## src/rtl/mycpu_pkg.sv

```systemverilog
// Shared CPU definitions: bus widths and field offsets of the fetch->decode
// bus and the branch bus.
//   fs_to_ds_bus = {adef, pc[31:0], inst[31:0]}
//   br_bus       = {br_taken, br_target[31:0]}
package mycpu_pkg;
  localparam int FS_TO_DS_BUS_WD = 65;
  localparam int BR_BUS_WD       = 33;

  localparam int FS_INST_LSB = 0;
  localparam int FS_PC_LSB   = 32;
  localparam int FS_ADEF_BIT = 64;

  localparam int BR_TARGET_LSB = 0;
  localparam int BR_TAKEN_BIT  = 32;
endpackage

```

## src/rtl/sync_fifo.sv

```systemverilog
// Synchronous FIFO, arbitrary DEPTH >= 1 (pointers wrap explicitly).
// Ports:
//   clk, reset    clock, synchronous active-high reset
//   i_push/i_din  write strobe and data (ignored when full)
//   i_pop         read strobe (ignored when empty); o_dout shows the head
//   i_flush       empties the FIFO, wins over push/pop
//   o_full, o_empty, o_count  occupancy
module sync_fifo #(
  parameter  int WIDTH = 32,
  parameter  int DEPTH = 4,
  localparam int PW    = (DEPTH > 1) ? $clog2(DEPTH) : 1,
  localparam int CW    = $clog2(DEPTH + 1)
) (
  input  logic             clk,
  input  logic             reset,
  input  logic             i_push,
  input  logic             i_pop,
  input  logic             i_flush,
  input  logic [WIDTH-1:0] i_din,
  output logic [WIDTH-1:0] o_dout,
  output logic             o_full,
  output logic             o_empty,
  output logic [CW-1:0]    o_count
);
  logic [WIDTH-1:0] r_mem [DEPTH];
  logic [PW-1:0]    r_rd, r_wr;
  logic [CW-1:0]    r_cnt;
  logic             w_do_push, w_do_pop;

  function automatic logic [PW-1:0] ptr_inc(input logic [PW-1:0] p);
    return (p == PW'(DEPTH - 1)) ? '0 : p + 1'b1;
  endfunction

  assign o_full    = (r_cnt == CW'(DEPTH));
  assign o_empty   = (r_cnt == '0);
  assign o_count   = r_cnt;
  assign o_dout    = r_mem[r_rd];
  assign w_do_push = i_push & ~o_full & ~i_flush;
  assign w_do_pop  = i_pop & ~o_empty & ~i_flush;

  always_ff @(posedge clk) begin
    if (reset || i_flush) begin
      r_rd  <= '0;
      r_wr  <= '0;
      r_cnt <= '0;
    end else begin
      if (w_do_push) r_wr <= ptr_inc(r_wr);
      if (w_do_pop)  r_rd <= ptr_inc(r_rd);
      case ({w_do_push, w_do_pop})
        2'b10:   r_cnt <= r_cnt + 1'b1;
        2'b01:   r_cnt <= r_cnt - 1'b1;
        default: r_cnt <= r_cnt;
      endcase
    end
  end

  // Storage is not reset; head is only meaningful when !o_empty.
  always_ff @(posedge clk) begin
    if (!reset && w_do_push) r_mem[r_wr] <= i_din;
  end
endmodule

```

## src/rtl/if_fetch_queue.sv

```systemverilog
// Instruction fetch stage with a decoupling instruction queue.
// Issues in-order SRAM-like fetches from pc_q, buffers returned instructions
// for decode, and handles branch/exception/ertn redirects by flushing the
// queue and discarding responses that were already in flight.
// Ports:
//   clk, reset                    clock, synchronous active-high reset
//   ds_allowin                    decode accepts the queue head
//   fs_to_ds_valid/fs_to_ds_bus   queue head {adef, pc, inst}
//   br_bus                        {br_taken, br_target}
//   excp_flush/ertn_flush         redirect to csr_eentry / csr_era
//   inst_req/inst_addr            fetch request, address = pc_q
//   inst_addr_ok/inst_data_ok/inst_rdata  slave handshakes, in-order data
import mycpu_pkg::*;

module if_fetch_queue #(
  parameter int          IQ_DEPTH  = 4,
  parameter int          MAX_OUTST = 2,
  parameter logic [31:0] RESET_PC  = 32'h1c000000
) (
  input  logic                       clk,
  input  logic                       reset,
  input  logic                       ds_allowin,
  output logic                       fs_to_ds_valid,
  output logic [FS_TO_DS_BUS_WD-1:0] fs_to_ds_bus,
  input  logic [BR_BUS_WD-1:0]       br_bus,
  input  logic                       excp_flush,
  input  logic                       ertn_flush,
  input  logic [31:0]                csr_eentry,
  input  logic [31:0]                csr_era,
  output logic                       inst_req,
  output logic [31:0]                inst_addr,
  input  logic                       inst_addr_ok,
  input  logic                       inst_data_ok,
  input  logic [31:0]                inst_rdata
);
  localparam int OW  = $clog2(MAX_OUTST + 1);
  localparam int IQC = $clog2(IQ_DEPTH + 1);
  localparam int PQC = $clog2(MAX_OUTST + 1);

  logic [31:0]   r_pc;
  logic [OW-1:0] r_outst;
  logic [OW-1:0] r_discard;
  logic          r_adef_stop;

  logic                       w_br_taken, w_redirect, w_misalign, w_credit;
  logic                       w_addr_hs, w_discard, w_resp_push, w_adef_push;
  logic                       w_iq_push, w_iq_pop, w_iq_empty, w_iq_full;
  logic [31:0]                w_target, w_pend_pc;
  logic [FS_TO_DS_BUS_WD-1:0] w_iq_din, w_iq_dout;
  logic [IQC-1:0]             w_iq_cnt;
  logic                       w_pend_full, w_pend_empty;
  logic [PQC-1:0]             w_pend_cnt;
  logic                       w_unused;

  assign w_br_taken = br_bus[BR_TAKEN_BIT];
  assign w_redirect = excp_flush | ertn_flush | w_br_taken;
  assign w_target   = excp_flush ? csr_eentry :
                      ertn_flush ? csr_era    : br_bus[BR_TARGET_LSB +: 32];
  assign w_misalign = (r_pc[1:0] != 2'b00);

  // Every in-flight request reserves a queue slot, so a response can always
  // be written and the queue never overflows.
  assign w_credit = (int'(r_outst) + int'(w_iq_cnt)) < IQ_DEPTH;

  assign inst_req  = ~reset & ~w_redirect & ~r_adef_stop & ~w_misalign &
                     (int'(r_outst) < MAX_OUTST) & w_credit;
  assign inst_addr = r_pc;
  assign w_addr_hs = inst_req & inst_addr_ok;

  // Misaligned PC: emit one adef entry once the bus is idle, then stall.
  assign w_adef_push = w_misalign & ~w_redirect & ~r_adef_stop &
                       (r_outst == '0) & w_credit;

  // Responses belonging to a squashed path (or arriving in the redirect
  // cycle itself) are dropped but still retire their pending PC.
  assign w_discard   = inst_data_ok & (w_redirect | (r_discard != '0));
  assign w_resp_push = inst_data_ok & ~w_discard;

  assign w_iq_push = w_resp_push | w_adef_push;
  assign w_iq_pop  = fs_to_ds_valid & ds_allowin & ~w_redirect;

  always_comb begin
    w_iq_din = '0;
    if (w_adef_push) begin
      w_iq_din[FS_ADEF_BIT]        = 1'b1;
      w_iq_din[FS_PC_LSB +: 32]    = r_pc;
    end else begin
      w_iq_din[FS_PC_LSB +: 32]    = w_pend_pc;
      w_iq_din[FS_INST_LSB +: 32]  = inst_rdata;
    end
  end

  assign fs_to_ds_valid = ~w_iq_empty;
  assign fs_to_ds_bus   = w_iq_empty ? '0 : w_iq_dout;

  always_ff @(posedge clk) begin
    if (reset) begin
      r_pc        <= RESET_PC;
      r_outst     <= '0;
      r_discard   <= '0;
      r_adef_stop <= 1'b0;
    end else begin
      if (w_redirect) begin
        r_pc        <= w_target;
        r_adef_stop <= 1'b0;
        r_discard   <= r_outst - OW'(inst_data_ok);
      end else begin
        if (w_addr_hs)                      r_pc        <= r_pc + 32'd4;
        if (w_adef_push)                    r_adef_stop <= 1'b1;
        if (inst_data_ok && r_discard != '0) r_discard  <= r_discard - 1'b1;
      end
      case ({w_addr_hs, inst_data_ok})
        2'b10:   r_outst <= r_outst + 1'b1;
        2'b01:   r_outst <= r_outst - 1'b1;
        default: r_outst <= r_outst;
      endcase
    end
  end

  sync_fifo #(.WIDTH(FS_TO_DS_BUS_WD), .DEPTH(IQ_DEPTH)) u_iq (
    .clk     (clk),
    .reset   (reset),
    .i_push  (w_iq_push),
    .i_pop   (w_iq_pop),
    .i_flush (w_redirect),
    .i_din   (w_iq_din),
    .o_dout  (w_iq_dout),
    .o_full  (w_iq_full),
    .o_empty (w_iq_empty),
    .o_count (w_iq_cnt)
  );

  // PC of each accepted request, retired in order by data_ok. Never flushed:
  // discarded responses still have to pop their entry.
  sync_fifo #(.WIDTH(32), .DEPTH(MAX_OUTST)) u_pend (
    .clk     (clk),
    .reset   (reset),
    .i_push  (w_addr_hs),
    .i_pop   (inst_data_ok),
    .i_flush (1'b0),
    .i_din   (r_pc),
    .o_dout  (w_pend_pc),
    .o_full  (w_pend_full),
    .o_empty (w_pend_empty),
    .o_count (w_pend_cnt)
  );

  assign w_unused = ^{w_iq_full, w_pend_full, w_pend_empty, w_pend_cnt};
endmodule

```

## config.mk

```make
export PLATFORM = sky130hd
export DESIGN_NAME = if_fetch_queue
export DESIGN_NICKNAME = d
export VERILOG_FILES = /design/src/rtl/mycpu_pkg.sv /design/src/rtl/sync_fifo.sv /design/src/rtl/if_fetch_queue.sv
export SDC_FILE = /design/constraint.sdc
export NUM_CORES = 1
export LEC_CHECK = 0
export BUFFER_PORTS_ARGS = -buffer_cell sky130_fd_sc_hd__buf_2
export CAP_MARGIN = 25
export CORE_ASPECT_RATIO = 1.75
export CORE_UTILIZATION = 45
export CTS_BUF_LIST = sky130_fd_sc_hd__clkbuf_2
export DETAILED_ROUTE_END_ITERATION = 6
export HOLD_SLACK_MARGIN = 0.02
export PLACE_DENSITY = 0.72
export SLEW_MARGIN = 25
export SYNTH_ARGS = -nofsm -noshare
export SYNTH_HDL_FRONTEND = slang
export SYNTH_HIERARCHICAL = 1
export SYNTH_SLANG_ARGS = --single-unit
```

## constraint.sdc

```tcl
create_clock -name clk -period 11.15 [get_ports clk]
set_clock_uncertainty 0.2 [all_clocks]
set_input_delay 2.23 -clock clk [delete_from_list [all_inputs] [get_ports clk]]
set_output_delay 2.23 -clock clk [all_outputs]
set_load 0.01 [all_outputs]
```

# After elaboration in Yosys (flattened, before gate mapping)
# Memory sizes are Yosys's and may differ from the RTL's. A register that Yosys moved wholly into a read port is not among the register bits.
# Cells that the tools add are included.
# word_totals
ram_bits,324
regBits,48
inputBits,136
mem_count,2
word_cells,112
# classes
n_reduce_logical,16
n_bitwise,33
magnitude_cmp,2
n_mux,25
add_sub_neg,14
n_eq_ne,10
# mem_list
memory,words,width,read_ports,rd_ports_with_merged_regs,write_ports,line,text
u_iq.r_mem,4,65,1,1,1,sync_fifo.sv:25,logic [WIDTH-1:0] r_mem [DEPTH];
u_pend.r_mem,2,32,1,1,1,sync_fifo.sv:25,
# ops
op,n
$mux W32,6
$mux W65,1
$add A32 B3 Y32 const B,1
$and A1 B1 Y1,20
$reduce_bool A2 Y1,7
$eq A2 B2 Y1 const B,6
$mux W2,6
$mux W1,9
$not A1 Y1,9
$add A2 B1 Y2 const B,4
$pmux W2 S2,2
$eq A2 B1 Y1 const B,3
$pmux W3 S2,1
$sub A2 B1 Y2 const B,3
$add A2 B3 Y4,1
$logic_not A2 Y1,2
$lt A4 B3 Y1 const B,1
$or A1 B1 Y1,4
$add A3 B1 Y3 const B,1
$eq A3 B3 Y1 const B,1
$logic_and A1 B1 Y1,3
$logic_not A3 Y1,1
$sub A3 B1 Y3 const B,1
$add A1 B1 Y1 const B,2
5 further kinds,5

# Longest topological paths before layout
# depth
depth_word,13
depth_mapped,14

# Hierarchy
# Netlist, hierarchy kept.
# modules_own_cells
module,area_each_um2,cells_each,seq_area_each_um2,n_inst
sync_fifo at u_iq,9942.0,393,7987.7,1
if_fetch_queue,3834.9,532,740.7,1
sync_fifo at u_pend,2541.2,129,2021.9,1

# Least setup slack after synthesis
# OpenSTA, ideal clock, no wires.
# synth_timing
path_type,input port to flip-flop
startpoint,in br_bus[32]
endpoint,"mem u_iq/r_mem[0][0] (netlist name), enable pin"
n_path_buf,3
cell_stages,9
path_slack_ps,1843
t_arrival_ps,8525
setup_ps,583
path_cell_list,nor3_2 -> inv_1 -> clkbuf_1 -> buf_1 -> a21oi_1 -> inv_1 -> a311o_1 -> buf_6 -> nor3b_1
# synth_between
elab_chain_cells,12
elab_cells_between_ends,16
# synth_lines
element,line,text
"start, declared",if_fetch_queue.sv:25,"input logic [BR_BUS_WD-1:0] br_bus,"
$or A1 B1 Y1 (*),if_fetch_queue.sv:56,assign w_redirect = excp_flush | ertn_flush | w_br_taken;
net w_redirect,if_fetch_queue.sv:45,"logic w_br_taken, w_redirect, w_misalign, w_credit;"
$not A1 Y1,if_fetch_queue.sv:71,assign w_adef_push = w_misalign & ~w_redirect & ~r_adef_stop &
$and A1 B1 Y1 (3 in series),if_fetch_queue.sv:71,
$and A1 B1 Y1,if_fetch_queue.sv:72,(r_outst == '0) & w_credit;
$or A1 B1 Y1 (*),if_fetch_queue.sv:79,assign w_iq_push = w_resp_push | w_adef_push;
net w_iq_push,if_fetch_queue.sv:47,"logic w_iq_push, w_iq_pop, w_iq_empty, w_iq_full;"
$and A1 B1 Y1 (*) (2 in series),sync_fifo.sv:38,assign w_do_push = i_push & ~o_full & ~i_flush;
$logic_and A1 B1 Y1 (*),sync_fifo.sv:59,if (!reset && w_do_push) r_mem[r_wr] <= i_din;
$mux W1 (*),sync_fifo.sv:59,
$mux W1 (implied by the code) (*),sync_fifo.sv:59,
"end, declared",sync_fifo.sv:25,
# Mark *: on every way through the listed nets, which the timed path passes. The rest lies on a longest branch.

# Final worst setup path
# layout_timing
startpoint,in excp_flush
endpoint,out inst_req
# layout_between
elab_chain_cells,8
# layout_lines
element,line,text
"start, declared",if_fetch_queue.sv:26,"input logic excp_flush,"
$or A1 B1 Y1 (2 in series),if_fetch_queue.sv:56,
$not A1 Y1,if_fetch_queue.sv:65,assign inst_req = ~reset & ~w_redirect & ~r_adef_stop & ~w_misalign &
$and A1 B1 Y1 (4 in series),if_fetch_queue.sv:65,
$and A1 B1 Y1,if_fetch_queue.sv:66,(int'(r_outst) < MAX_OUTST) & w_credit;
"end, declared",if_fetch_queue.sv:30,"output logic inst_req,"
# Every way passes these cells.

==> impl_metrics.toml <==
[floorplanning]
die_w_um = 146
initial_core_util_pct = 45.9
fp.dieH_um = 254
ios = 235
die-area_mm2 = 0.0370
core_mm2 = 0.0355
rows = 91

[synthesis]
avgSynthCellArea_um2 = 15.5
synthCells = 1052
ys_warn_count = 6
synth.cell_area_mm2 = 0.0163

[cells_and_area]
area_growth_pct = 14.1
final_cells = 1848
nNetsFinal = 1476
filler_cell_count = 3008
design_area_mm2 = 0.0186
mostFrequentLayoutCells = "edfxtp_1, buf_2, clkbuf_2"
layout-drive-gt1-share_pct = 37.4
layout_commonest_cell = "edfxtp_1"

[pwr]
p_sw_uw = 596
p_leak_uw = 0.00657
p_sw_share_pct = 23.7
seqPwrFrac_pct = 61.8
comb_power_share_pct = 5.1
power_frac_clock_pct = 33.0
ir_worst_vdd_mv = 0.0561
power_per_cell_area_mw_per_mm2 = 135
p_int_uw = 1920

[worst_setup_path]
crit_fanout = 51
slowest_delay_ns = 0.48
crit_slowest_cell = "nor2_1"
critical_path_buf_inv_count = 4
critPathKind = "in2out"
required_ns = 8.72
arrival_ns = 4.12
cp-end-kind = "output port"
crit_chain = "buf_2, nor3_2, buf_4, inv_1, nor2_1, and3_1, buf_2"
crit_family = "simple AND/OR/NAND/NOR gates"
critPathLaunchType = "input pin"
cp_common_cell = "buf_2"

[grt]
grt_max_degree = 69
grt_antenna_before_repair = 1
grt_pass1_vias = 10600
track_usage_pct = 20.2
grt_first_pass_wirelength_um = 56800
overflow = 0

[routing]
num_vias = 9938
routedWlPerCell_um = 19.8
drt_iter0_markers = 511
wirelength_um = 36600
viasPerCell = 5.38
drtAntennaViolNets = 0
drc = 0
first_pass_iters = 6

[clocking]
cts_buffer_depth = 3
cts_setup_buffers = 0
numClockSinks = 375
cts_root_buf = "clkbuf_2"
cts-resized-gates = 0
ctsHoldBuffers = 0
tritoncts = "yes"
htree_num_levels = 3
numCtsBuffers = 81
clkTransAtPathRegs_ns = 0.12
clkLatencyLatePin_ns = 0.93

[place]
finalWeightedCongestion = 0.829
dp_hpwl_um = 22900
port-buffer-count = 234
placed_cell_area_mm2 = 0.0179
place_inst = 1709

[outcome]
outcome = "complete, no violations"

[hold_path]
min_path_type = "reg2reg"

[sta]
finalCritPeriodShare_pct = 58.7
final.setup.tns_ns = 0
worst_pin_slew_ns = 1.04
rsz0062_at_grt = "no"
finalCriticalPeriod_ns = 6.55
hold_viol = 0
max_slew_margin_pct = 30.5
fmax_ghz = 0.153
final_max_slew_viol_count = 0
setup_violations = 0

[flow_run]
maxCapViolCount = 0
==> worst register-to-register path, stage by stage, from the launching register on <==
cell	delay, ns
dfxtp_1	0.38
ha_1	0.22
or4_4	0.45
or3_1	0.44
a21oi_1	0.15
inv_1	0.05
a311o_1	0.50
nor3b_4	0.25
buf_4	0.82
==> final timing paths <==
kind | start | to | slack, ns | depth (start not counted)
max | excp_flush | inst_req | 4.60 | 7
min | r_adef_stop | r_adef_stop | 0.27 | 2
max reg2reg | r_outst[1] | u_iq/r_mem[1][9] | 7.22 | 8
min reg2reg | r_adef_stop | r_adef_stop | 0.27 | 2
==> flip-flops by register name (all words and copies together) (netlist names), named ones only <==
signal and cells:
r_discard 2, u_pend/r_rd 1, u_pend/o_count 2, u_iq/o_count 3
inst_addr 32, u_iq/r_mem 260, u_iq/r_rd 2, u_iq/r_wr 2
u_pend/r_wr 1, r_adef_stop 1, r_outst 2, u_pend/r_mem 64
==> layer usage <==
layer  GRT usage, %  vias to the layer above  share of wire, %
li1               -                     4648                 -
met1           21.6                     4888                38
met2           38.4                      348                55
met4           8.57                        0               2.2
met5              0                        -                 0
met3           3.91                       54               5.0
==> power groups by stage <==
stage          logic, uW  clock network (uW)  registers, uW
3_5_place_dp         129                   0           1590
4_1_cts              129                 864           1560
6_report             130                 831           1560
5_1_grt              143                 924           1560
3_3_place_gp         125                   0           1590
2_1_floorplan       70.9                   0           1580
==> per-stage QoR <==
stage	total power, uW	hold WS, ns	util [%]	worst slack (ns)
after floorplan	1650	0.235	-	1.84
after global placement	1710	0.249	50.3	4.63
after detailed placement	1720	0.258	50.3	4.58
after CTS	2550	0.276	52.4	4.58
after global routing	2630	0.301	52.4	4.39
final	2520	0.275	52.4	4.60
==> cell type report <==
| cell class | instances | area (um2) | area share (%) |
|---|---|---|---|
| timing repair buffer | 249 | 1280 | 6.90 |
| tap | 465 | 582 | 3.13 |
| inverter | 25 | 93.8 | 0.504 |
| multi-input combinational | 595 | 5160 | 27.7 |
| clock inverter | 29 | 191 | 1.03 |
| sequential | 375 | 10800 | 57.8 |
| clock buffer | 109 | 546 | 2.93 |
| antenna | 1 | 2.50 | 0.0134 |
No activity file was read; power rests on OpenSTA's default activity.
